[src/rtl/pulse_burst_tx.sv]
// pulse_burst_tx: emits a burst of single-cycle pulses on p_o, with a
// programmable idle gap between pulses, to drive a pulse detector. It counts
// the detector's r response over the burst and reports the count with a
// one-cycle done strobe.
module pulse_burst_tx #(
  parameter int CNT_W = 8,
  parameter int GAP_W = 4
) (
  input  logic             clk_i,
  input  logic             rst_ni,
  input  logic             start_i,
  input  logic [CNT_W-1:0] len_i,
  input  logic [GAP_W-1:0] gap_i,
  input  logic             r_i,
  output logic             p_o,
  output logic             busy_o,
  output logic             done_o,
  output logic [CNT_W-1:0] hits_o
);

  typedef enum logic [2:0] {
    IDLE  = 3'd0,
    PULSE = 3'd1,
    GAP   = 3'd2,
    DRAIN = 3'd3,
    DONE  = 3'd4
  } state_e;

  localparam logic [CNT_W-1:0] HITS_MAX = {CNT_W{1'b1}};

  state_e           state_reg, state_next;
  logic [CNT_W-1:0] rem_reg, rem_next;
  logic [CNT_W-1:0] hits_reg, hits_next;
  logic [GAP_W-1:0] gap_reg, gap_next;
  logic [GAP_W-1:0] gcnt_reg, gcnt_next;
  logic             counting;

  // State and datapath registers; reset may arrive at any time, including mid-burst.
  always_ff @(posedge clk_i or negedge rst_ni) begin
    if (!rst_ni) begin
      state_reg <= IDLE;
      rem_reg   <= '0;
      hits_reg  <= '0;
      gap_reg   <= '0;
      gcnt_reg  <= '0;
    end else begin
      state_reg <= state_next;
      rem_reg   <= rem_next;
      hits_reg  <= hits_next;
      gap_reg   <= gap_next;
      gcnt_reg  <= gcnt_next;
    end
  end

  // r_i is only meaningful while a burst (or its drain cycle) is in flight.
  assign counting = (state_reg == PULSE) || (state_reg == GAP) || (state_reg == DRAIN);

  // Next-state, counter and hit-accumulation logic.
  always_comb begin
    state_next = state_reg;
    rem_next   = rem_reg;
    gap_next   = gap_reg;
    gcnt_next  = gcnt_reg;
    hits_next  = hits_reg;

    // Saturating hit counter; never wraps back to zero.
    if (counting && r_i && (hits_reg != HITS_MAX)) begin
      hits_next = hits_reg + CNT_W'(1);
    end

    unique case (state_reg)
      IDLE: begin
        if (start_i) begin
          hits_next = '0;
          if (len_i != '0) begin
            rem_next   = len_i;
            gap_next   = gap_i;
            state_next = PULSE;
          end else begin
            // Empty burst: report immediately with zero hits.
            state_next = DONE;
          end
        end
      end
      PULSE: begin
        rem_next = rem_reg - CNT_W'(1);
        if (rem_reg == CNT_W'(1)) begin
          state_next = DRAIN;
        end else if (gap_reg == '0) begin
          state_next = PULSE;
        end else begin
          gcnt_next  = gap_reg;
          state_next = GAP;
        end
      end
      GAP: begin
        // Counter holds the number of idle cycles still to go, this one included.
        gcnt_next = gcnt_reg - GAP_W'(1);
        if (gcnt_reg == GAP_W'(1)) begin
          state_next = PULSE;
        end
      end
      DRAIN: begin
        // Lets the detector's registered reply to the last pulse be counted.
        state_next = DONE;
      end
      DONE: begin
        state_next = IDLE;
      end
      default: begin
        state_next = IDLE;
      end
    endcase
  end

  assign p_o    = (state_reg == PULSE);
  assign busy_o = (state_reg != IDLE);
  assign done_o = (state_reg == DONE);
  assign hits_o = hits_reg;

endmodule

[config.mk]
export PLATFORM = sky130hd
export DESIGN_NAME = pulse_burst_tx
export DESIGN_NICKNAME = d
export VERILOG_FILES = /design/src/rtl/pulse_burst_tx.sv
export SDC_FILE = /design/constraint.sdc
export NUM_CORES = 1
export LEC_CHECK = 0
export CORE_MARGIN = 4
export CORE_UTILIZATION = 30
export DETAILED_ROUTE_END_ITERATION = 7
export GPL_TIMING_DRIVEN = 1
export PLACE_DENSITY = 0.48
export SYNTH_ARGS = -nofsm -noshare
export SYNTH_HDL_FRONTEND = slang
export SYNTH_SLANG_ARGS = --single-unit
[constraint.sdc]
create_clock -name clk_i -period 3.2 [get_ports clk_i]
set_input_delay 0.64 -clock clk_i [delete_from_list [all_inputs] [get_ports clk_i]]
set_output_delay 0.64 -clock clk_i [all_outputs]
set_load 0.01 [all_outputs]
## Word-level counts from Yosys, hierarchy flattened

Index checks and enable logic that the tools add are counted.

- Flip-flop bits (word level): 27
- Latch bits: 0
- Bits in writable memories: 0
- ROM bits: 0
- Input port bits: 16
- Output and inout port bits: 11
- Memories kept: 0

- Add/sub/neg operators: 3
- Multiply operators: 0
- Divide/modulo/power cells: 0
- Order comparisons: 0
- Eq/ne operators: 12
- Shift-type cells: 0
- Multiplexer cells: 15
- Bitwise operators: 0
- Reductions and logical operators: 14

Operators by type and width:

| kind | count |
|---|---|
| $mux 8 | 5 |
| $pmux 8 s2 | 1 |
| $pmux 3 s4 | 1 |
| $mux 3 | 3 |
| $reduce_and 3->1 | 3 |
| $add 8x1->8 const B | 1 |
| $eq 8x1->1 const B | 1 |
| $mux 4 | 2 |
| $ne 2x2->1 const B | 4 |
| $ne 8x8->1 const B | 1 |
| $pmux 4 s2 | 1 |
| $reduce_bool 8->1 | 1 |
| $sub 8x1->8 const B | 1 |
| $eq 3x2->1 const B | 2 |
| $eq 4x1->1 const B | 1 |
| $logic_not 4->1 | 1 |
| $mux 2 | 2 |
| $reduce_bool 2->1 | 2 |
| $sub 4x1->4 const B | 1 |
| $eq 3x1->1 const B | 1 |
| $eq 3x3->1 const B | 1 |
| $logic_not 3->1 | 1 |
| $reduce_bool 3->1 | 1 |
| $logic_and 1x1->1 | 2 |
| other kinds (3) | 4 |

## Depth between registers and ports, before layout

Gate-level depths: netlist (run 1).

- Depth in word-level cells: 8
- Mapped depth: 7
- Depth with buffers taken out: 6

## Worst setup path after synthesis (run 1)

Ideal clock, no wire load.

- Kind: input -> register
- Start: in start_i
- End: reg rem_reg[4]
- Library setup time: 0.130 ns
- Data arrival time: 1.741 ns
- Slack: 1.329 ns
- Stages on the path: 5
- Buffers on the path: 1
- Cells stage by stage: or4b_1 a21o_1 buf_2 a221oi_1 a21oi_1

- Cells in the longest elaborated chain, start to end: 2

Ends and longest elaborated chain:

| what | RTL line | RTL |
|---|---|---|
| start, declared | 11 | `input logic start_i,` |
| $ne 2x2->1 (no line) | -- |  |
| $reduce_and 3->1 (no line) | -- |  |
| end signal, assigned | 48 | `rem_reg <= rem_next;` |
| end, declared | 32 | `logic [CNT_W-1:0] rem_reg, rem_next;` |

No other way between the ends.
A chain may end at the register's enable or synchronous reset.

## Worst setup path after layout (run 1)

- Start: reg state_reg[1]
- End: out p_o

- Cells in the longest elaborated chain, start to end: 1

Ends and longest elaborated chain:

| what | RTL line | RTL |
|---|---|---|
| start, declared | 31 | `state_e state_reg, state_next;` |
| start signal, assigned | 47 | `state_reg <= state_next;` |
| $eq 3x1->1 | 116 | `assign p_o = (state_reg == PULSE);` |
| end, declared | 15 | `output logic p_o,` |

No other way between the ends.

==> results of run 1 <==
[Yosys cell counts (all sizes together)]
library cell / number / area, sq um
or2: 1 / 6.260
nand2b: 1 / 6.260
a221oi: 2 / 17.52
o221a: 4 / 45.04
a21oi: 13 / 65.06
or3: 3 / 18.77
nand3: 7 / 35.03
a221o: 1 / 11.26
nor2b: 1 / 6.260
mux2: 5 / 56.30
xnor2: 1 / 8.760
o31ai: 3 / 22.52
nand2: 13 / 48.80
mux2i: 2 / 20.02
a21o: 1 / 7.510
o2111ai: 1 / 8.760
and2: 1 / 6.260
o22ai: 1 / 6.260
nand4: 3 / 18.77
o211ai: 6 / 45.04
or3b: 3 / 26.28
o311ai: 1 / 8.760
a31oi: 1 / 6.260
nor3: 3 / 15.01
buf: 3 / 17.52
nor3b: 4 / 30.03
inv: 8 / 30.03
or4: 6 / 45.04
xor2: 1 / 8.760
o211a: 1 / 10.01
nor4: 4 / 25.02
dfrtp: 27 / 675.7
ha: 5 / 62.56
and3: 1 / 6.260
nor2: 8 / 30.03
o21ai: 7 / 35.03
clkbuf: 2 / 7.510
and3b: 1 / 8.760
or4b: 1 / 10.01
[per-layer routing]
metal / vias to the layer above / GRT usage
met2: 33 / 0.2045
met4: 0 / 0.03780
met3: 4 / 0.02041
li1: 647 / -
met5: - / 0
met1: 655 / 0.1719
[power by group]
group	switching (mW)	total [mW]	internal (mW)
registers	0.156	0.632	0.476
logic	0.351	0.688	0.337
clock network	0.113	0.201	0.0874
[stage by stage]
stage,instance area (sq um),std cells,util
floorplan,1519,157,-
global placement,1853,247,0.3847
detailed placement,1853,247,0.3847
CTS,1899,251,0.3943
global route,1899,251,0.3943
finish,1899,251,0.3943
[worst max-delay path by stage]
stage | from | to | slack (ns) | cells past startpoint
2_1_floorplan | start_i | rem_reg[4]$_DFFE_PN0P_ | 1.33 | 5
3_3_place_gp | len_i[2] | rem_reg[6]$_DFFE_PN0P_ | 0.49 | 5
3_5_place_dp | len_i[2] | rem_reg[2]$_DFFE_PN0P_ | 0.49 | 5
4_1_cts | state_reg[1]$_DFFE_PN0P_ | p_o | 0.57 | 3
5_1_grt | state_reg[1]$_DFFE_PN0P_ | p_o | 0.48 | 3
6_report | state_reg[1]$_DFFE_PN0P_ | p_o | 0.60 | 3
[layout make-up]
type / count / share of cell area
clock buffers: 3 / 0.02174
clock inverters: 1 / 0.002635
inverters: 8 / 0.01581
multi-input cells: 117 / 0.4150
flip-flops and latches: 27 / 0.3557
well taps: 67 / 0.04414
repair buffers: 28 / 0.1449
[critical path, stage by stage (launching register included)]
cell             delay [ns]
dfrtp_1                0.46
or3b_1                 0.55
inv_1                  0.12
clkdlybuf4s50_1        0.54
[cells by family after synthesis]
family | count (synthesis) | share of synthesized area
multiplexers | 7 | 0.05025
AO/OA/AOI/OAI | 42 | 0.1903
XOR/XNOR | 2 | 0.01153
buffers and inverters | 13 | 0.03625
AND/OR/NAND/NOR | 61 | 0.2257
flip-flops | 27 | 0.4448
adder cells (fa/ha/maj) | 5 | 0.04119
[cell usage in the layout, fill, tap and decap left out, types with 2 or more instances in the layout]
cell and count:
clkbuf_8 3, o221a_2 4, nor4_1 4, buf_4 2
inv_1 8, or3b_1 2, a21oi_1 13, o31ai_1 3
nor3_1 3, o21ai_0 6, nand4_1 3, mux2_2 5
nand2_1 13, o211ai_1 6, nand3_1 7, nor3b_1 4
nor2_1 8, dfrtp_1 27, or3_1 3, ha_1 5
or4_1 6, mux2i_1 2, clkdlybuf4s50_1 26, a221oi_1 2
==> run_results.csv, run 1 <==
group,metric,value,unit
sta,fin_crit_sh,0.8130,
route,wl_per_cell,14.90,um
sta,final_hold_viol_count,0,
setup_path,cp_max_fo,9,
setup_path,r2r_cells,5,
cts,numCtsBuffers,3,
placed_design,globalplace.congestion,0.8441,
logic_synthesis,ys_types,42,
layout,drive_above_1_share,0.09783,
layout,multi_input_area,788.3,sq um
sta,timing.final.crit_period,2.601,ns
route,route.met3.wl,182,um
layout,final.fill_count,508,
floorplanning,row_count,25,
placed_design,place.port_buffers,26,
global_routing,grt_pass1_vias,1405,
placed_design,place_ws,0.4919,ns
setup_path,required,2.56,ns
power_and_ir_drop,power_density,800.7,nW/um^2
route,wl_met2,1730,um
logic_synthesis,syn_inst,157,
hold_path,min_from,"gcnt_reg[3]$_DFFE_PN0P_",
cts,cts_hold_buf,0,
floorplanning,die_y,79.16,um
sta,skew,0.004603,ns
flow_run,maxCapViolations,0,
sta,max-slew-margin-rel,0.3500,
floorplanning,die_area,6266,sq um
global_routing,grt_max_degree,28,
setup_path,critPathKind,"flip-flop to primary output",
sta,holdWs,0.5426,ns
route,first_pass_iters,4,
setup_path,r2r_slack,0.94,ns
logic_synthesis,syn_nets,178,
setup_path,cp-start-kind,"flip-flop",
cts,cts_max_level,1,
route,drt-met1-wl,1798,um
hold_path,min_path_type,"flip-flop to flip-flop",
global_routing,grt_usage,0.1260,
route,drt_iter0_markers,44,
setup_path,worstReg2RegStart,"hits_o[0]$_DFF_PN0_",
layout,syn_to_final_growth,25.04,%
sta,worst_slew_pin_slew,0.9741,ns
floorplanning,start_util,0.3153,
global_routing,grt_pass1_wl,6361,um
layout,antenna_cells,0,
route,top_layer_used,"met4",
cts,cts_setup_buffers,0,
floorplanning,ios,27,
power_and_ir_drop,ir_drop,0.3150,mV
cts,insertion_delay,0.28,ns
cts,path_clk_slew,0.10,ns
route,routed_wl,3741,um
cts,clk_path_buf_depth,2,
sta,slew_violations,0,
hold_path,hold_path_depth,1,
global_routing,grt_overflow,0,
sta,worst_slack,0.5985,ns
power_and_ir_drop,leakage,0.7444,nW
setup_path,cp-end-kind,"primary output",
global_routing,antenna_found_initial,0,
floorplanning,die_x,79.16,um
layout,layout.nets,206,
sta,setup-violations-final,0,
setup_path,r2r-end,"hits_o[7]$_DFF_PN0_",
logic_synthesis,synth.avg_cell_area,9.675,sq um
route,antenna_left,0,
cts,cts_tree,"yes",
logic_synthesis,synth_area,1519,sq um
logic_synthesis,yosysSeqAreaShare,0.4448,
route,route.detailed.drc,0,
layout,seqCellArea,675.6,sq um
sta,rsz0062_at_grt,"no",
sta,setup_tns,0,ns
route,vias,1339,
cts,root_buffer,"clkbuf_8",
cts,cts_sinks,27,
power_and_ir_drop,p_total,1.521,mW
outcome,status,"completed",
setup_path,arrival,1.96,ns
placed_design,hpwl,2794,um
logic_synthesis,ys_seq_elements,27,
sta,fmax,384.4,MHz
hold_path,holdPathEnd,"gcnt_reg[3]$_DFFE_PN0P_",
cts,postCtsResizedCells,0,
logic_synthesis,yosys_warnings,0,
route,via_per_inst,5.335,
floorplanning,core_area,4817,sq um
Note: power is estimated with default switching activity, not from simulation.
==> inputs of run 2 (changes only) <==
clock period = 2.44 ns   (was 3.2 ns; I/O delays follow)
==> run 2 against run 1 <==
  * Die area did not move
  * Routed wire length rose by 0.32%
  * Sequential share of layout area fell by 0.92 points
  * Setup slack got worse by 0.44 ns
  * Critical path type unchanged
  * Critical endpoint unchanged
  * Largest cell class unchanged
==> run_results.csv, run 2 (synthesized netlist as in run 1, its figures left out) <==
group,metric,value,unit
floorplanning,die_y,79.16,um
placed_design,hpwl,2840,um
layout,finalInstanceArea,1953,sq um
placed_design,place.port_buffers,26,
layout,mostFrequentLayoutCells,"dfrtp_1, clkdlybuf4s50_1, nand2_1, a21oi_1, buf_4",
sta,final_hold_viol_count,0,
floorplanning,die_x,79.16,um
cts,cts_tree,"yes",
power_and_ir_drop,power_density,1043,nW/um^2
global_routing,antenna_found_initial,0,
floorplanning,die_area,6266,sq um
floorplanning,core_area,4817,sq um
layout,antenna_cells,0,
setup_path,critPathKind,"flip-flop to primary output",
route,drt_iter0_markers,52,
global_routing,grt_pass1_wl,6299,um
cts,cts_sinks,27,
sta,skew,0.005884,ns
sta,slew_violations,0,
power_and_ir_drop,seq_power_share,0.401,
setup_path,crit_start,"state_reg[2]$_DFFE_PN0P_",
cts,insertion_delay,0.27,ns
power_and_ir_drop,p_comb_frac,0.472,
sta,timing.final.crit_period,2.283,ns
layout,layout.nets,213,
setup_path,arrival,1.80,ns
sta,worst_slew_pin_slew,0.4605,ns
hold_path,hold_path_depth,1,
sta,setup-violations-final,0,
cts,cts_hold_buf,0,
power_and_ir_drop,clockPowerShare,0.127,
sta,holdWs,0.5375,ns
global_routing,grt_usage,0.1249,
route,via_per_inst,5.349,
cts,cts_setup_buffers,0,
setup_path,worstReg2RegStart,"state_reg[1]$_DFFE_PN0P_",
power_and_ir_drop,p_total,2.037,mW
setup_path,cp-end-kind,"primary output",
global_routing,grt_max_degree,28,
power_and_ir_drop,swShare,0.4009,
floorplanning,start_util,0.3153,
setup_path,r2r_cells,5,
route,antenna_left,0,
route,first_pass_iters,4,
power_and_ir_drop,p_int,1.220,mW
setup_path,cp-start-kind,"flip-flop",
layout,final.fill_count,498,
route,routed_wl,3753,um
layout,drive_above_1_share,0.1361,
cts,cts_max_level,1,
placed_design,placed_cell_area,1906,sq um
power_and_ir_drop,switching_power,816.5,uW
hold_path,min_path_type,"flip-flop to flip-flop",
route,wl_per_cell,14.55,um
sta,fmax,438.0,MHz
setup_path,cp_max_fo,7,
cts,clk_path_buf_depth,2,
sta,rsz0062_at_grt,"no",
sta,max-slew-margin-rel,0.6930,
layout,syn_to_final_growth,28.58,%
floorplanning,ios,27,
sta,fin_crit_sh,0.9358,
power_and_ir_drop,leakage,0.7777,nW
route,vias,1380,
global_routing,grt_pass1_vias,1308,
route,route.detailed.drc,0,
flow_run,maxCapViolations,0,
placed_design,globalplace.congestion,0.8247,
power_and_ir_drop,ir_drop,0.4020,mV
cts,numCtsBuffers,3,
cts,root_buffer,"clkbuf_8",
global_routing,grt_overflow,0,
floorplanning,row_count,25,
outcome,status,"completed",
cts,path_clk_slew,0.10,ns
setup_path,required,1.95,ns
hold_path,min_from,"gcnt_reg[3]$_DFFE_PN0P_",
==> run 2: cell count changes in the layout (fill, tap and decap cells not counted) <==
cell	previous run	this run
buf_4	2	9
dfrtp_2	0	1
dfrtp_1	27	26
==> run 2: stage by stage <==
stage / cells / util / setup WS, ns / TNS (ns)
finish: 258 / 0.4055 / 0.1567 / 0
global route: 258 / 0.4055 / 0.05714 / 0
CTS: 258 / 0.4052 / 0.1121 / 0
detailed placement: 254 / 0.3956 / -0.03495 / -0.1004
global placement: 254 / 0.3956 / 0.01198 / 0
floorplan: 157 / - / 0.6982 / 0
==> run 2: worst paths after layout <==
path	endpoint	slack, ns
max in group asynchronous	state_reg[0]$_DFFE_PN0P_	1.57
worst min register to register	gcnt_reg[3]$_DFFE_PN0P_	0.54
worst min-delay path	gcnt_reg[3]$_DFFE_PN0P_	0.54
min in group asynchronous	hits_o[6]$_DFF_PN0_	0.58
worst max register to register	rem_reg[4]$_DFFE_PN0P_	0.50
worst max-delay path	p_o	0.16
==> run 2: per-layer routing <==
| layer | vias to the layer above | global-route usage | share of wire |
|---|---|---|---|
| met5 | - | 0 | 0 |
| met4 | 0 | 0.03608 | 0.0072 |
| met3 | 2 | 0.02494 | 0.052 |
| met2 | 37 | 0.2045 | 0.47 |
| met1 | 676 | 0.1664 | 0.47 |
| li1 | 665 | - | - |
==> run 2: timing repair <==
item | in CTS | in global routing
setup endpoints to repair | 0 | 1
hold endpoints to repair | 0 | 0
resized for setup | 0 | 1
==> run 2: final cells by class <==
type	count	area, sq um	area share
multi-input cells	117	788.3	0.4036
well taps	67	83.83	0.04292
flip-flops and latches	27	676.9	0.3466
inverters	8	30.03	0.01537
repair buffers	35	327.8	0.1678
clock buffers	3	41.29	0.02114
clock inverters	1	5.005	0.002562
==> run 2: critical path, stage by stage (launching register included) <==
cell and delay [ns]:
dfrtp_1 0.46, or3b_1 0.44, inv_1 0.10, clkdlybuf4s50_1 0.53
==> run 2: power groups by stage <==
stage	clock (mW)	combinational (mW)	sequential [mW]
after floorplan	0	0.651	0.786
after global placement	0	0.938	0.819
after detailed placement	0	0.967	0.822
after CTS	0.273	0.970	0.815
after global routing	0.287	1.07	0.855
final	0.259	0.961	0.817
==> inputs of run 3 (changes only) <==
GPL_ROUTABILITY_DRIVEN = 0   (was unset)
==> results of run 3 <==
No change in the layout: final DEF, timing and power equal those of run 2.
